**src/rtl/operand_fetch.sv**
```systemverilog
// Operand fetch for the MSP430 datapath: resolves source/destination addressing
// modes against the register file and data memory, writing back autoincrements.
module operand_fetch #(
    parameter int DW          = 16,
    parameter int MEM_TIMEOUT = 15
) (
    input  logic          clk,
    input  logic          rst,
    input  logic          start,
    input  logic [3:0]    src_reg,
    input  logic [1:0]    as_mode,
    input  logic [3:0]    dst_reg,
    input  logic          ad_mode,
    input  logic          bw,
    input  logic [DW-1:0] ext_src,
    input  logic [DW-1:0] ext_dst,
    output logic [3:0]    rf_SA,
    output logic [3:0]    rf_DA,
    output logic [1:0]    rf_As,
    output logic          rf_RW,
    output logic [DW-1:0] rf_Din,
    input  logic [DW-1:0] rf_Sout,
    input  logic [DW-1:0] rf_Dout,
    output logic          mem_rd,
    output logic [DW-1:0] mem_addr,
    input  logic [DW-1:0] mem_rdata,
    input  logic          mem_ack,
    output logic [DW-1:0] src_val,
    output logic [DW-1:0] dst_val,
    output logic [DW-1:0] dst_addr,
    output logic          busy,
    output logic          done,
    output logic          err
);

    localparam int CW = $clog2(MEM_TIMEOUT + 1);
    localparam logic [CW-1:0] WAIT_MAX = CW'(MEM_TIMEOUT);

    typedef enum logic [2:0] {
        IDLE, SRC, SRC_MEM, SRC_INC, DST, DST_MEM, DONE
    } state_t;

    state_t        state_reg, state_next;
    logic [3:0]    sa_reg, sa_next, da_reg, da_next;
    logic [1:0]    as_reg, as_next;
    logic          ad_reg, ad_next, bw_reg, bw_next, err_reg, err_next;
    logic [DW-1:0] sout_reg, sout_next, maddr_reg, maddr_next;
    logic [DW-1:0] src_val_reg, src_val_next, dst_val_reg, dst_val_next;
    logic [DW-1:0] dst_addr_reg, dst_addr_next;
    logic [CW-1:0] wait_reg, wait_next;
    logic [DW-1:0] inc, ea;

    // Byte reads pick the lane addressed by bit 0; word reads ignore it.
    function automatic logic [DW-1:0] lane(input logic [DW-1:0] w, input logic odd,
                                           input logic byte_op);
        if (!byte_op)
            return w;
        return odd ? {{(DW-8){1'b0}}, w[15:8]} : {{(DW-8){1'b0}}, w[7:0]};
    endfunction

    always_ff @(posedge clk) begin
        if (rst) begin
            state_reg    <= IDLE;
            sa_reg       <= '0;
            da_reg       <= '0;
            as_reg       <= '0;
            ad_reg       <= 1'b0;
            bw_reg       <= 1'b0;
            err_reg      <= 1'b0;
            sout_reg     <= '0;
            maddr_reg    <= '0;
            src_val_reg  <= '0;
            dst_val_reg  <= '0;
            dst_addr_reg <= '0;
            wait_reg     <= '0;
        end else begin
            state_reg    <= state_next;
            sa_reg       <= sa_next;
            da_reg       <= da_next;
            as_reg       <= as_next;
            ad_reg       <= ad_next;
            bw_reg       <= bw_next;
            err_reg      <= err_next;
            sout_reg     <= sout_next;
            maddr_reg    <= maddr_next;
            src_val_reg  <= src_val_next;
            dst_val_reg  <= dst_val_next;
            dst_addr_reg <= dst_addr_next;
            wait_reg     <= wait_next;
        end
    end

    always_comb begin
        state_next    = state_reg;
        sa_next       = sa_reg;
        da_next       = da_reg;
        as_next       = as_reg;
        ad_next       = ad_reg;
        bw_next       = bw_reg;
        err_next      = err_reg;
        sout_next     = sout_reg;
        maddr_next    = maddr_reg;
        src_val_next  = src_val_reg;
        dst_val_next  = dst_val_reg;
        dst_addr_next = dst_addr_reg;
        wait_next     = wait_reg;
        inc           = '0;
        ea            = '0;
        rf_SA         = '0;
        rf_DA         = '0;
        rf_As         = '0;
        rf_RW         = 1'b0;
        rf_Din        = '0;
        mem_rd        = 1'b0;
        mem_addr      = '0;

        case (state_reg)
            IDLE: begin
                if (start) begin
                    sa_next    = src_reg;
                    as_next    = as_mode;
                    da_next    = dst_reg;
                    ad_next    = ad_mode;
                    bw_next    = bw;
                    err_next   = 1'b0;
                    state_next = SRC;
                end
            end
            SRC: begin
                rf_SA     = sa_reg;
                rf_As     = as_reg;
                sout_next = rf_Sout;
                wait_next = '0;
                if (sa_reg == 4'd3) begin
                    case (as_reg)
                        2'b00:   src_val_next = DW'(0);
                        2'b01:   src_val_next = DW'(1);
                        2'b10:   src_val_next = DW'(2);
                        default: src_val_next = '1;
                    endcase
                    state_next = DST;
                end else if (sa_reg == 4'd2 && as_reg[1]) begin
                    src_val_next = as_reg[0] ? DW'(8) : DW'(4);
                    state_next   = DST;
                end else begin
                    case (as_reg)
                        2'b00: begin
                            src_val_next = lane(rf_Sout, 1'b0, bw_reg);
                            state_next   = DST;
                        end
                        2'b01: begin
                            // R2 indexed is absolute: the SR contents are not a base.
                            maddr_next = (sa_reg == 4'd2) ? ext_src : rf_Sout + ext_src;
                            state_next = SRC_MEM;
                        end
                        default: begin
                            maddr_next = rf_Sout;
                            state_next = SRC_MEM;
                        end
                    endcase
                end
            end
            SRC_MEM: begin
                mem_rd   = 1'b1;
                mem_addr = maddr_reg;
                if (mem_ack) begin
                    src_val_next = lane(mem_rdata, maddr_reg[0], bw_reg);
                    state_next   = (as_reg == 2'b11) ? SRC_INC : DST;
                end else if (wait_reg == WAIT_MAX) begin
                    err_next   = 1'b1;
                    state_next = DONE;
                end else begin
                    wait_next = wait_reg + CW'(1);
                end
            end
            SRC_INC: begin
                // PC and SP always step by a word, even for byte operations.
                inc        = (bw_reg && sa_reg != 4'd0 && sa_reg != 4'd1) ? DW'(1) : DW'(2);
                rf_RW      = 1'b1;
                rf_DA      = sa_reg;
                rf_Din     = sout_reg + inc;
                state_next = DST;
            end
            DST: begin
                rf_DA     = da_reg;
                wait_next = '0;
                if (!ad_reg) begin
                    dst_val_next  = lane(rf_Dout, 1'b0, bw_reg);
                    dst_addr_next = '0;
                    state_next    = DONE;
                end else begin
                    ea            = (da_reg == 4'd2) ? ext_dst : rf_Dout + ext_dst;
                    dst_addr_next = ea;
                    maddr_next    = ea;
                    state_next    = DST_MEM;
                end
            end
            DST_MEM: begin
                mem_rd   = 1'b1;
                mem_addr = maddr_reg;
                if (mem_ack) begin
                    dst_val_next = lane(mem_rdata, maddr_reg[0], bw_reg);
                    state_next   = DONE;
                end else if (wait_reg == WAIT_MAX) begin
                    err_next   = 1'b1;
                    state_next = DONE;
                end else begin
                    wait_next = wait_reg + CW'(1);
                end
            end
            DONE: state_next = IDLE;
            default: state_next = IDLE;
        endcase
    end

    assign src_val  = src_val_reg;
    assign dst_val  = dst_val_reg;
    assign dst_addr = dst_addr_reg;
    assign busy     = (state_reg != IDLE);
    assign done     = (state_reg == DONE);
    assign err      = (state_reg == DONE) && err_reg;

endmodule

```
**config.mk**
```make
export PLATFORM = sky130hd
export DESIGN_NAME = operand_fetch
export DESIGN_NICKNAME = d
export VERILOG_FILES = /design/src/rtl/operand_fetch.sv
export SDC_FILE = /design/constraint.sdc
export NUM_CORES = 1
export LEC_CHECK = 0
export BUFFER_PORTS_ARGS = -buffer_cell sky130_fd_sc_hd__buf_2
export CORE_MARGIN = 2
export CORE_UTILIZATION = 42
export DETAILED_ROUTE_END_ITERATION = 6
export PLACE_DENSITY_LB_ADDON = 0.25
export SLEW_MARGIN = 20
export SYNTH_ARGS = -nofsm -noshare
export SYNTH_HDL_FRONTEND = slang
export SYNTH_SLANG_ARGS = --single-unit
export TNS_END_PERCENT = 20
```
**constraint.sdc**
```tcl
create_clock -name clk -period 2.35 [get_ports clk]
set_clock_uncertainty 0.05 [all_clocks]
set_input_delay 0.1175 -clock clk [delete_from_list [all_inputs] [get_ports clk]]
set_output_delay 0.1175 -clock clk [all_outputs]
set_load 0.01 [all_outputs]
```
==> flow_metrics.tcl <==
set metrics [dict create \
    status "complete, but fails checks" \
    violations "setup timing" \
    r2r_end "maddr_reg[14]" \
    start_kind "flop" \
    clk_latency_ns 0.35 \
    synth.ff_latch_count 100 \
    multi_input_area_um2 4720 \
    grtUsageTotal_pct 27.3 \
    critPathRequiredTime_ns 2.18 \
    io_pins 191 \
    io_buffer_count 190 \
    synth_cells 942 \
    seqCellArea_um2 2010 \
    grt_pass1_wl_mm 38.0 \
    nets 1311 \
    whs_ns 0.0195 \
    postSynthAreaPerCell_um2 7.39 \
    cp_cell_sequence "o31ai_4, inv_2, fa_2, nand3b_1, or3_1, a21oi_2, buf_2" \
    max-cap-violations 0 \
    via_count 7817 \
    setup_ws_ns -0.193 \
    grt_start_max_net_pins 43 \
    hold_start "rf_Sout[12]" \
    antenna_left 0 \
    cts_tree "yes" \
    initial_core_util_pct 42.4 \
    dp_hpwl_mm 19.2 \
    yosys_warnings 0 \
    r2r_setup_slack_ns 0.15 \
    grt_setup_unrepaired "true" \
    cts.clk_slew.worst_paths_ns 0.08 \
    die_area_um2 17600 \
    worstRegToRegCells 6 \
    gp_congestion 0.912 \
    arrival_ns 2.38 \
    irDropWorstVdd_mv 0.395 \
    ys_seq_area_share_pct 28.7 \
    async_reset_ff_share_pct 0 \
    drive_gt1_share_pct 28.9 \
    clock-sinks 100 \
    reg2reg_from "da_reg[3]" \
    setup-tns-final_ns -1.15 \
    cp_max_fo 8 \
    setup_viol 9 \
    synth_edf_count 0 \
    worstHoldEndpoint "sout_reg[12]" \
    worst_pin_slew_ns 0.940 \
    cts_buffer_depth 2 \
    clock-root-buffer "clkbuf_16" \
    drc 0 \
    vias_per_cell 5.56 \
    criticalPathCategory "flop to output pin" \
    grt-ovfl-total 0 \
    wirelength_mm 24.7 \
    worstHoldPathCells 3 \
    core_area_um2 16400 \
    antenna_found_initial 1 \
    final_util_pct 55.6 \
    slew_violations 0 \
    min_period_ns 2.54 \
    numCtsBuffers 9 \
    end_kind "output pin" \
    detail_route.wl_per_cell_um 17.5 \
    htree_levels 3 \
    row_count 47 \
    slew_headroom_pct 37.3 \
    critPathMaxStageDelay_ns 0.42 \
    synth_ff_type "dfxtp_1" \
    syn_area_um2 6960 \
    slowest_stage "or3_1" \
    placed_cell_area_um2 8600 \
    syn_nets 1074 \
    die_h_um 133 \
    first_pass_iters 5 \
    max_freq_mhz 393 \
    powerDensity_nw_per_um2 731 \
    grt_pass1_vias 7104 \
    hp-class "input pin to flop" \
    p_leak_uw 0.00406 \
    power_uw 6660 \
    final_hold_viol_count 0 \
    final_common_cell "buf_2" \
    fin_area_um2 9120 \
    drtIter0Drc 686 \
    layout_common_cells "buf_2, a21oi_1, nand2_1, nor2_1, dfxtp_1" \
    area_growth_pct 31.0 \
    finalCritPeriodShare_pct 108 \
    dieWidth_um 133 \
    n_fill_cell 1610 \
    synth_cell_types 75 \
]
[Yosys cell counts (all sizes together) (3+ instances only)]
cell | number | area share [%]
a21oi | 128 | 9.2
nor3 | 25 | 1.8
inv | 16 | 0.86
o22ai | 4 | 0.36
a221oi | 5 | 0.63
o21ai | 31 | 2.4
a31oi | 6 | 0.63
nand3b | 9 | 1.1
nand2 | 119 | 6.4
fa | 3 | 0.86
or2 | 3 | 0.27
and2 | 28 | 2.5
buf | 14 | 1.1
a311oi | 7 | 0.97
clkbuf | 51 | 2.7
nand2b | 6 | 0.54
a211oi | 31 | 3.4
nand4 | 7 | 0.63
xnor2 | 12 | 1.5
mux2i | 19 | 2.7
o31ai | 8 | 1.0
a22oi | 9 | 0.97
xor2 | 13 | 1.6
o211ai | 17 | 1.8
nor4 | 8 | 0.72
nor2 | 122 | 6.6
a21o | 11 | 1.2
or3 | 9 | 0.81
dfxtp | 100 | 29
a22o | 5 | 0.63
and3 | 15 | 1.3
ha | 33 | 5.9
nand3 | 18 | 1.3
o21bai | 7 | 0.75
nor3b | 7 | 0.90
[repair_timing]
| action | CTS | global route |
|---|---|---|
| pin swaps | 9 | 3 |
| hold endpoints to repair | 12 | 0 |
| hold buffers | 12 | 0 |
| gates resized for setup | 14 | 13 |
| setup endpoints to repair | 28 | 35 |
| buffers inserted | 1 | 1 |
[layer usage]
layer	wire length [um]	vias up	track usage [%]
li1	-	3874	-
met1	11100	3586	37.1
met2	11000	310	43.3
met3	1890	47	5.86
met4	673	0	8.96
met5	0	-	0
[logic make-up after synthesis]
group                      synth area share (%)
adders and majority gates                  6.79
and+or+nand+nor                            26.3
AOI/OAI and AO/OA                          27.5
muxes                                      2.73
xor gates and xnor gates                   3.14
buffers and inverters                      4.71
DFF                                        28.7
[critical path: cells and delay by family (launching register included)]
kind	cells	cell delay, ns
buf+inv	2	0.22
compound gates	2	0.39
flops	1	0.34
simple gates	2	0.71
fa+ha+maj	1	0.35
[per-stage QoR]
step	instances	setup WS [ns]
after CTS	1403	-0.238
after floorplan	942	-0.0398
after global placement	1374	-0.266
after global routing	1404	-0.366
after detailed placement	1374	-0.302
final	1405	-0.193
[how the worst max path moves through the flow]
stage / cells after the start / slack, ns / end / startpoint
finish: 7 / -0.19 / rf_Din[8] / sa_reg[1]
global route: 11 / -0.37 / rf_Din[14] / bw_reg
CTS: 9 / -0.24 / rf_Din[8] / bw_reg
detailed placement: 11 / -0.30 / maddr_reg[14] / ext_dst[0]
global placement: 11 / -0.27 / maddr_reg[14] / ext_dst[0]
floorplan: 10 / -0.04 / maddr_reg[14] / ext_dst[0]
[power breakdown]
part           leakage (uW)  total (uW)  switching, uW  internal [uW]
clock network      0.000143        1480            735            747
logic               0.00310        2970           1790           1170
registers          0.000815        2220            235           1980
[area by class of cell]
class / count / share of cell area, %
repair buffers: 291 / 19.3
inverters: 16 / 0.659
multi-input cells: 761 / 51.7
clock inverters: 7 / 0.755
diodes: 1 / 0.0274
clock buffers: 9 / 2.47
flip-flops and latches: 100 / 22.0
well taps: 220 / 3.02
Power figures use the tool's default switching activity.
